--- config.mk ---
export PLATFORM = sky130hd
export DESIGN_NAME = seq_mag_comp
export DESIGN_NICKNAME = d
export VERILOG_FILES = /design/src/rtl/seq_mag_comp_pkg.sv /design/src/rtl/seq_mag_comp_digit_comp.sv /design/src/rtl/seq_mag_comp.sv
export SDC_FILE = /design/constraint.sdc
export NUM_CORES = 1
export LEC_CHECK = 0
export CAP_MARGIN = 25
export CORE_MARGIN = 5
export CORE_UTILIZATION = 35
export CTS_CLUSTER_DIAMETER = 40
export DETAILED_ROUTE_END_ITERATION = 12
export GPL_TIMING_DRIVEN = 0
export PLACE_DENSITY_LB_ADDON = 0.12
export SYNTH_ARGS = -nofsm -noshare
export SYNTH_HDL_FRONTEND = slang
export SYNTH_SLANG_ARGS = --single-unit
--- constraint.sdc ---
create_clock -name clk -period 7.18 [get_ports clk]
set_clock_uncertainty 0.15 [all_clocks]
set_input_delay 1.436 -clock clk [delete_from_list [all_inputs] [get_ports clk]]
set_output_delay 1.436 -clock clk [all_outputs]
set_load 0.03 [all_outputs]
--- src/rtl/seq_mag_comp_pkg.sv ---
// Shared types for the sequential magnitude comparator: FSM states and the per-slice result.
// Optional build macro SEQ_MAG_COMP_SIGNED_EN adds two's-complement ordering (see seq_mag_comp).
package seq_mag_comp_pkg;

  typedef enum logic [0:0] {
    StIdle,
    StRun
  } state_e;

  typedef enum logic [1:0] {
    CmpLt,
    CmpEq,
    CmpGt
  } cmp_res_e;

  // Result packed as {L, E, G}.
  function automatic logic [2:0] to_leg(input cmp_res_e res);
    logic [2:0] leg;
    unique case (res)
      CmpLt:   leg = 3'b100;
      CmpEq:   leg = 3'b010;
      CmpGt:   leg = 3'b001;
      default: leg = 3'b010;
    endcase
    return leg;
  endfunction

endpackage

--- src/rtl/seq_mag_comp_digit_comp.sv ---
// Combinational DIGIT-bit L/E/G slice comparator.
// With SEQ_MAG_COMP_SIGNED_EN, msb_invert_i flips each operand's top bit for two's-complement order.
module digit_comp
  import seq_mag_comp_pkg::*;
#(
  parameter int unsigned DIGIT = 8
) (
  input  logic [DIGIT-1:0] a_i,
  input  logic [DIGIT-1:0] b_i,
`ifdef SEQ_MAG_COMP_SIGNED_EN
  input  logic             msb_invert_i,
`endif
  output cmp_res_e         res_o
);

  logic [DIGIT-1:0] flip;
  logic [DIGIT-1:0] a_eff;
  logic [DIGIT-1:0] b_eff;

  always_comb begin
    flip = '0;
`ifdef SEQ_MAG_COMP_SIGNED_EN
    flip[DIGIT-1] = msb_invert_i;
`endif
    a_eff = a_i ^ flip;
    b_eff = b_i ^ flip;
  end

  always_comb begin
    res_o = CmpEq;
    if (a_eff < b_eff) begin
      res_o = CmpLt;
    end else if (a_eff > b_eff) begin
      res_o = CmpGt;
    end
  end

endmodule

--- src/rtl/seq_mag_comp.sv ---
// Multi-cycle WIDTH-bit magnitude comparator, one DIGIT slice per clock, MSB first, early exit.
// Build macro SEQ_MAG_COMP_SIGNED_EN adds the signed_mode input (two's-complement compare).
module seq_mag_comp
  import seq_mag_comp_pkg::*;
#(
  parameter int unsigned WIDTH = 32,
  parameter int unsigned DIGIT = 8
) (
  input  logic             clk,
  input  logic             rst,
  input  logic             start,
  input  logic [WIDTH-1:0] a,
  input  logic [WIDTH-1:0] b,
`ifdef SEQ_MAG_COMP_SIGNED_EN
  input  logic             signed_mode,
`endif
  output logic             busy,
  output logic             done,
  output logic             L,
  output logic             E,
  output logic             G
);

  localparam int unsigned NDIG = WIDTH / DIGIT;
  localparam int unsigned IdxW = (NDIG > 1) ? $clog2(NDIG) : 1;
  localparam logic [IdxW-1:0] IdxTop = IdxW'(NDIG - 1);

  if ((WIDTH % DIGIT) != 0) begin : gen_width_check
    $error("seq_mag_comp: WIDTH must be a multiple of DIGIT");
  end

  state_e                      state_q;
  logic [NDIG-1:0][DIGIT-1:0]  a_q;
  logic [NDIG-1:0][DIGIT-1:0]  b_q;
  logic [IdxW-1:0]             idx_q;
  cmp_res_e                    slice_res;
  logic                        last_slice;

  assign busy       = (state_q == StRun);
  assign last_slice = (idx_q == '0);

`ifdef SEQ_MAG_COMP_SIGNED_EN
  logic signed_q;
  logic msb_invert;
  // Sign correction applies only to the most significant slice.
  assign msb_invert = signed_q && (idx_q == IdxTop);
`endif

  digit_comp #(
    .DIGIT        (DIGIT)
  ) u_digit_comp (
    .a_i          (a_q[idx_q]),
    .b_i          (b_q[idx_q]),
`ifdef SEQ_MAG_COMP_SIGNED_EN
    .msb_invert_i (msb_invert),
`endif
    .res_o        (slice_res)
  );

  always_ff @(posedge clk or posedge rst) begin
    if (rst) begin
      state_q   <= StIdle;
      a_q       <= '0;
      b_q       <= '0;
      idx_q     <= '0;
      done      <= 1'b0;
      {L, E, G} <= 3'b000;
`ifdef SEQ_MAG_COMP_SIGNED_EN
      signed_q  <= 1'b0;
`endif
    end else begin
      done <= 1'b0;
      unique case (state_q)
        StIdle: begin
          if (start) begin
            a_q      <= a;
            b_q      <= b;
            idx_q    <= IdxTop;
            state_q  <= StRun;
`ifdef SEQ_MAG_COMP_SIGNED_EN
            signed_q <= signed_mode;
`endif
          end
        end
        StRun: begin
          if ((slice_res != CmpEq) || last_slice) begin
            {L, E, G} <= to_leg(slice_res);
            done      <= 1'b1;
            state_q   <= StIdle;
          end else begin
            idx_q <= idx_q - 1'b1;
          end
        end
        default: state_q <= StIdle;
      endcase
    end
  end

endmodule

==> results.toml, run 1 <==
[sta]
min_period_ns = 2.99
fin_setup_tns_ns = 0
slew_violations = 0
hold_viol = 0
timing.final.crit_share_pct = 41.7
tightest_slew_ns = 0.869
slew_headroom_pct = 42.1
setup_viol = 0
rsz0062_at_grt = "no"
fmax_mhz = 334

[drt]
initialDrtViolationCount = 78
post_drt_wl_per_cell_um = 14.3
wirelength_um = 8160
via_count = 2629
first_pass_iters = 4
drc = 0
avgViaCountPerCell = 4.60
ant_nets = 0

[grt]
first_global_vias = 2810
grt_overflow = 0
track_usage_pct = 15.2
grt_max_degree = 72
grt_pass1_wl_um = 13600
antenna_found_initial = 0

[clock_network]
ctsHoldBuffers = 0
insertion_delay_ns = 0.35
cts_max_level = 3
post_cts_buffers = 0
numCtsBuffers = 9
clkSinkCount = 71
root_buffer = "clkbuf_8"
cts_tree = "built"
clkSlewWorstSetupHoldPaths_ns = 0.08
cts_buffer_depth = 2
cts_resized = 0

[hold_path]
holdCritPathClass = "reg2reg"

[floorplan]
dieHeight_um = 108
core_um2 = 9280
rows = 35
pin_count = 72
die_area_um2 = 11700
die_width_um = 108
initial_core_util_pct = 36.2

[place]
port_buffers = 71
finalWeightedCongestion = 0.726
hpwl_um = 5980
dpl_cell_area_um2 = 4240

[layout]
drive_above_1_share_pct = 11.1
fin_nets = 513
fin_area_um2 = 4440
area_growth_pct = 32.2
diodes = 0
num-fill-cells = 941

[setup_path]
worstPathMaxFanout = 4
crit_arrival_ns = 1.41
slowest_stage = "clkdlybuf4s50_1"
path_cells = "clkdlybuf4s50_1"
crit_type = "reg2out"
critPathCaptureType = "output pin"
critical-path-top-delay-family = "buffers and inverters"
required_ns = 5.59
cp_num_buf_inv = 1
cpPeakStageDelay_ns = 0.68
start_kind = "flop"

[logic_synthesis]
syn-num-nets = 431
yosysWarnings = 0
syn_inst = 355
syn_area_um2 = 3360
ys_ff_latch = 71
synth_edf_count = 0
synth_seq_area_share_pct = 52.9
ys_types = 31
synth_ff_type = "dfrtp_1"
async_flop_share_pct = 100
avgSynthCellArea_um2 = 9.47

[run_status]
status = "complete, no violations"

[run]
cap_violations = 0

[pwr]
max-vdd-ir-drop_mv = 0.127
leakagePower_uw = 0.00217
finalPower_uw = 1070
p_per_area_nw_per_um2 = 240
[sequential cells by signal (all words and copies together), names as in the netlist]
name and flops:
b_q 32, a_q 32, done 1, idx_q 2, busy 1, E 1
L 1, G 1
[cell usage in the layout (no fill, tap or decap), types with 2 or more instances in the layout]
master           count
dfrtp_1             71
nor2b_1              2
clkinv_4             2
buf_2                9
o21ai_0              4
nand2_1            197
buf_1                5
clkdlybuf4s50_1     71
mux4_2              16
clkbuf_8            10
clkbuf_1             3
nand4_1              3
ha_1                 9
inv_1               11
a21oi_1              5
[final timing paths]
check | startpoint | cells after the start | slack (ns) | end
setup / recovery | busy | 1 | 4.19 | busy
hold / removal | b_q[17] | 2 | 0.32 | b_q[17]
setup reg to reg | idx_q[1] | 9 | 4.33 | idx_q[0]
hold reg to reg | b_q[17] | 2 | 0.32 | b_q[17]
max in group asynchronous | rst | 2 | 4.84 | a_q[29]
min in group asynchronous | rst | 2 | 1.47 | done
[routing by layer]
metal  share of wire (%)  vias up  global-route usage, %
met5                   0        -                      0
met1                  45     1261                   19.5
met2                  49       51                   25.1
met4                 1.1        0                   4.06
met3                 4.7        7                   4.60
li1                    -     1310                      -
[layout make-up]
type / instances / area [um^2] / area share (%)
timing repair buffer: 71 / 711 / 16.0
inverter: 12 / 47.5 / 1.07
clock buffer: 10 / 138 / 3.10
multi-input combinational: 253 / 1450 / 32.6
sequential: 71 / 1780 / 40.0
tap: 129 / 161 / 3.63
clock inverter: 6 / 68.8 / 1.55
buffer: 19 / 90.1 / 2.03
[power by group]
part           switching (uW)  internal [uW]  leakage (uW)  total, uW
clock                     160            172      0.000103        331
combinational             128            121       0.00120        248
sequential               29.6            457      0.000867        486
[logic make-up after synthesis]
logic type | share of synthesized area (%)
multiplexers | 10.7
adder cells (fa/ha/maj) | 3.35
AO/OA/AOI/OAI | 3.91
AND/OR/NAND/NOR | 25.1
buffers and inverters | 4.02
flip-flops | 52.9
[Yosys cell counts (2+ instances only)]
cell type	n	area (um^2)
ha_1	9	113
buf_2	9	45.0
inv_1	12	45.0
clkbuf_1	3	11.3
nand2_1	197	739
nor2b_1	2	12.5
mux4_2	16	360
dfrtp_1	71	1780
a21oi_1	5	25.0
buf_1	5	18.8
o21ai_0	4	20.0
nand4_1	3	18.8
[metrics by stage]
stage | instances | hold WS (ns) | util, % | worst slack [ns]
CTS | 571 | 0.328 | 47.8 | 4.17
global route | 571 | 0.343 | 47.8 | 4.15
finish | 571 | 0.323 | 47.8 | 4.19
floorplan | 355 | 0.290 | - | 3.80
detailed placement | 555 | 0.309 | 45.6 | 3.91
global placement | 555 | 0.303 | 45.6 | 2.54
No activity file was read; power rests on OpenSTA's default activity.
==> run 2, diff against run 1 <==
==> constraint.sdc (replaced) <==
create_clock -name clk -period 2.85 [get_ports clk]
set_clock_uncertainty 0.15 [all_clocks]
set_input_delay 0.57 -clock clk [delete_from_list [all_inputs] [get_ports clk]]
set_output_delay 0.57 -clock clk [all_outputs]
set_load 0.03 [all_outputs]
==> run 2 against run 1 <==
Net effect: core utilization increased by 0.28 points; flip-flop and latch count unchanged; first-iteration DRC count increased by 3.8%; final cell count grew 0.18%; critical path depth up 7; setup slack got worse by 4.0 ns; sequential share of layout area shrank 0.21 points; sequential power grew to 2.5 times the previous value; global-route usage is the same; total power grew to 2.5 times the previous value; non-clock buffer count up 1; die area is the same; highest routed layer unchanged.
==> results.toml, run 2 (synthesis gave the netlist of run 1 again) <==
[layout]
area_growth_pct = 32.9
layout_commonest_cell = "nand2_1"
diodes = 0
final_cells = 572
reg_top3 = "a_q x32, b_q x32, idx_q x2"
drive_above_1_share_pct = 11.5
layout_common_cells = "nand2_1, clkdlybuf4s50_1, dfrtp_1, mux4_2, inv_1"
fin_nets = 514
post-route-util_pct = 48.1

[sta]
fmax_mhz = 373
min_period_ns = 2.68
rsz0062_at_grt = "no"
slew_violations = 0
tightest_slew_ns = 0.874
timing.hold.ws_ns = 0.323
timing.final.crit_share_pct = 94.1
hold_viol = 0
slew_headroom_pct = 41.7
setup_viol = 0

[setup_path]
crit_type = "reg2reg"
start_kind = "flop"
critPathCaptureType = "flop"
required_ns = 2.94
crit_arrival_ns = 2.77
worstPathMaxFanout = 10

[floorplan]
dieHeight_um = 108
pin_count = 72
rows = 35
initial_core_util_pct = 36.2
core_um2 = 9280
die_area_um2 = 11700
die_width_um = 108

[clock_network]
clkSinkCount = 71
cts_buffer_depth = 2
cts_tree = "built"
numCtsBuffers = 9
root_buffer = "clkbuf_8"
cts_max_level = 3
insertion_delay_ns = 0.35
clkSlewWorstSetupHoldPaths_ns = 0.08

[pwr]
finalPower_uw = 2690
p_sw_uw = 801
clkPwrFrac_pct = 31.1
p_per_area_nw_per_um2 = 602
leakagePower_uw = 0.00219
max-vdd-ir-drop_mv = 0.322
swShare_pct = 29.8
internal-power_uw = 1890
pwr-share-seq_pct = 45.5
combPwrFrac_pct = 23.4

[drt]
ant_nets = 0
drc = 0
avgViaCountPerCell = 4.58
wirelength_um = 8190
post_drt_wl_per_cell_um = 14.3
initialDrtViolationCount = 81
via_count = 2618
first_pass_iters = 4

[grt]
antenna_found_initial = 0
grt_overflow = 0
first_global_vias = 2810
grt_pass1_wl_um = 13600
grt_max_degree = 72
track_usage_pct = 15.2

[run_status]
status = "complete, no violations"

[place]
port_buffers = 71
dp_cells = 555
hpwl_um = 5980
finalWeightedCongestion = 0.726

[hold_path]
holdCritPathClass = "reg2reg"

[run]
cap_violations = 0
-- run 2: cell types whose count changed in the layout (fill, tap and decap cells not counted) --
cell | before | now
dfrtp_1 | 71 | 70
dfrtp_2 | 0 | 1
clkbuf_4 | 1 | 0
buf_6 | 0 | 2
buf_2 | 9 | 8
buf_8 | 0 | 1
-- run 2: metal layers --
| metal | part of all wire [%] | vias up | track usage [%] |
|---|---|---|---|
| met1 | 46 | 1252 | 19.5 |
| met3 | 4.1 | 6 | 4.60 |
| li1 | - | 1310 | - |
| met4 | 1.1 | 0 | 4.06 |
| met2 | 49 | 50 | 25.1 |
| met5 | 0 | - | 0 |
-- run 2: final timing paths --
check	to	from	cells after the start	slack, ns
min	a_q[8]	a_q[8]	2	0.32
max reg2reg	idx_q[0]	idx_q[0]	8	0.17
min in group asynchronous	done	rst	2	0.59
max	idx_q[0]	idx_q[0]	8	0.17
max in group asynchronous	idx_q[0]	rst	2	1.32
min reg2reg	a_q[8]	a_q[8]	2	0.32
-- run 2: area by class of cell --
cell class / count / area [um^2]
Fill cell: 942 / 4820
Buffer: 19 / 108
Clock buffer: 10 / 138
Tap cell: 129 / 161
Clock inverter: 6 / 68.8
Timing Repair Buffer: 72 / 718
Multi-Input combinational cell: 253 / 1450
Inverter: 12 / 47.5
Sequential cell: 71 / 1780
-- run 2: stage by stage --
step | setup TNS [ns] | worst slack, ns | area, um^2
floorplan | 0 | 0.329 | 3360
global placement | -65.63 | -0.929 | 4230
detailed placement | -0.00848 | -0.00848 | 4240
CTS | 0 | 0.0178 | 4440
global route | 0 | 0.00132 | 4470
finish | 0 | 0.168 | 4470
-- run 2: what timing repair did --
item	in CTS	in global routing
endpoints found under the setup margin	1	6
hold buffers	0	0
resized for setup	1	6
pin swaps	0	1
setup buffers	0	1
-- run 2: critical path, stage by stage, from the launching register on --
cell	delay (ns)
dfrtp_2	0.44
buf_6	0.19
mux4_2	0.53
ha_1	0.35
nand4_1	0.21
nor3_4	0.26
buf_4	0.17
nand4_1	0.09
and3b_1	0.19
-- run 2: power by group through the flow --
stage / clock (uW) / combinational, uW / sequential [uW]
2_1_floorplan: 0 / 385 / 1260
3_3_place_gp: 0 / 626 / 1240
3_5_place_dp: 0 / 637 / 1240
4_1_cts: 853 / 640 / 1230
5_1_grt: 886 / 712 / 1250
6_report: 836 / 629 / 1230
==> run 3, diff against run 2 <==
--- a/config.mk
+++ b/config.mk
@@ -11,7 +11,7 @@
 export CTS_CLUSTER_DIAMETER = 40
 export DETAILED_ROUTE_END_ITERATION = 12
 export GPL_TIMING_DRIVEN = 0
-export PLACE_DENSITY_LB_ADDON = 0.12
+export PLACE_DENSITY = 0.63
 export SYNTH_ARGS = -nofsm -noshare
 export SYNTH_HDL_FRONTEND = slang
 export SYNTH_SLANG_ARGS = --single-unit
==> constraint.sdc (replaced) <==
create_clock -name clk -period 2.8 [get_ports clk]
set_clock_uncertainty 0.15 [all_clocks]
set_input_delay 0.56 -clock clk [delete_from_list [all_inputs] [get_ports clk]]
set_output_delay 0.56 -clock clk [all_outputs]
set_load 0.03 [all_outputs]
==> run 3 against run 2 <==
Net effect: first-iteration DRC count up 23%; largest cell class unchanged; largest power group unchanged; sequential share of layout area is 0.20 points higher; critical path depth stayed put; final area is 0.50% lower; critical path type unchanged; critical endpoint unchanged.
==> results.toml, run 3 (synthesis gave the netlist of run 1 again) <==
[setup_path]
start_kind = "flop"
crit_path_frequent_cell = "nand4_1"
crit_type = "reg2reg"
cp_num_buf_inv = 1
critical_path.startpoint = "idx_q[0]"
reg2regPathDepth = 8
r2r-start = "idx_q[0]"
critPathCaptureType = "flop"
worstPathMaxFanout = 10
required_ns = 2.89
slowest_stage = "mux4_2"
cpPeakStageDelay_ns = 0.53
critical-path-top-delay-family = "simple AND/OR/NAND/NOR gates"
worstSetupPathDepth = 8
crit_arrival_ns = 2.82
path_cells = "buf_8, mux4_2, ha_1, nand4_1, nor3_4, nand4_1, o41ai_1, and3b_1"

[floorplan]
rows = 35
dieHeight_um = 108
die_width_um = 108
core_um2 = 9280
initial_core_util_pct = 36.2
die_area_um2 = 11700
pin_count = 72

[drt]
via_count = 2653
ant_nets = 0
drc = 0
avgViaCountPerCell = 4.65
wirelength_um = 8170
first_pass_iters = 4
post_drt_wl_per_cell_um = 14.3
initialDrtViolationCount = 100

[clock_network]
root_buffer = "clkbuf_8"
numCtsBuffers = 9
cts_tree = "built"
cts_buffer_depth = 2
insertion_delay_ns = 0.35
cts_max_level = 3
clkSlewWorstSetupHoldPaths_ns = 0.07
clkSinkCount = 71

[place]
hpwl_um = 5980
port_buffers = 71
finalWeightedCongestion = 0.828
dpl_cell_area_um2 = 4240
dp_cells = 555

[layout]
fin_area_um2 = 4450
reg_top3 = "a_q x32, b_q x32, idx_q x2"
drive_above_1_share_pct = 11.1
post-route-util_pct = 47.9
fin_nets = 515
layout_commonest_cell = "nand2_1"
final_cells = 570
diodes = 0
layout_common_cells = "nand2_1, clkdlybuf4s50_1, dfrtp_1, mux4_2, clkbuf_8"
area_growth_pct = 32.3

[grt]
grt_pass1_wl_um = 13500
grt_overflow = 0
antenna_found_initial = 0
track_usage_pct = 15.1
grt_max_degree = 72
first_global_vias = 2814

[sta]
slew_violations = 0
timing.hold.ws_ns = 0.320
fmax_mhz = 366
timing.final.crit_share_pct = 97.6
hold_viol = 0
min_period_ns = 2.73
tightest_slew_ns = 0.872
setup_viol = 0
slew_headroom_pct = 41.9

[hold_path]
min-delay-start = "b_q[25]"
whs_path_depth = 2
holdCritPathClass = "reg2reg"

[pwr]
p_per_area_nw_per_um2 = 593
max-vdd-ir-drop_mv = 0.189
leakagePower_uw = 0.00218

[run_status]
status = "complete, no violations"

[run]
cap_violations = 0
[run 3: path summary, 6_finish.rpt]
check / slack [ns] / end
max: 0.07 / idx_q[0]
min: 0.32 / b_q[25]
max reg2reg: 0.07 / idx_q[0]
min reg2reg: 0.32 / b_q[25]
max in group asynchronous: 1.28 / idx_q[0]
min in group asynchronous: 0.59 / b_q[15]
[run 3: layout make-up]
type                    instances  area (um^2)
plain buffers                  19          114
clock buffers                  12          165
clock inverters                 1         5.00
fillers                       916         4840
inverters                      12         47.5
multi-input cells             253         1450
flip-flops and latches         71         1780
well taps                     129          161
repair buffers                 73          726
[run 3: worst min-delay path, stage by stage (launching register included)]
cell and delay [ns]:
dfrtp_1 0.34, nand2_1 0.05, nand2_1 0.05
[run 3: repair_timing]
action                                  in CTS  in global routing
pin swaps                                    0                  2
buffers inserted                             0                  2
endpoints found under the setup margin       1                  6
hold buffers                                 0                  0
resized for setup                            1                  8
[run 3: stage by stage]
| step | worst slack, ns | power (uW) | setup TNS [ns] |
|---|---|---|---|
| 6_report | 0.0677 | 2640 | 0 |
| 2_1_floorplan | 0.279 | 1670 | 0 |
| 3_5_place_dp | 0.0125 | 1910 | 0 |
| 4_1_cts | 0.0178 | 2650 | 0 |
| 5_1_grt | -0.0399 | 2790 | -0.0399 |
| 3_3_place_gp | -0.854 | 1890 | -60.25 |
[run 3: power by group]
group	internal (uW)	switching [uW]	leakage (uW)
combinational	317	332	0.00123
sequential	1170	76.2	0.000867
clock	378	360	0.0000902
total	1870	767	0.00218
[run 3: per-layer routing]
metal | up-vias | part of all wire [%] | wire length, um | global-route usage, %
met5 | - | 0 | 0 | 0
met4 | 0 | 1.7 | 140 | 5.41
met3 | 12 | 5.2 | 427 | 3.76
met2 | 69 | 50 | 4090 | 25.3
met1 | 1258 | 43 | 3520 | 18.9
li1 | 1314 | - | - | -
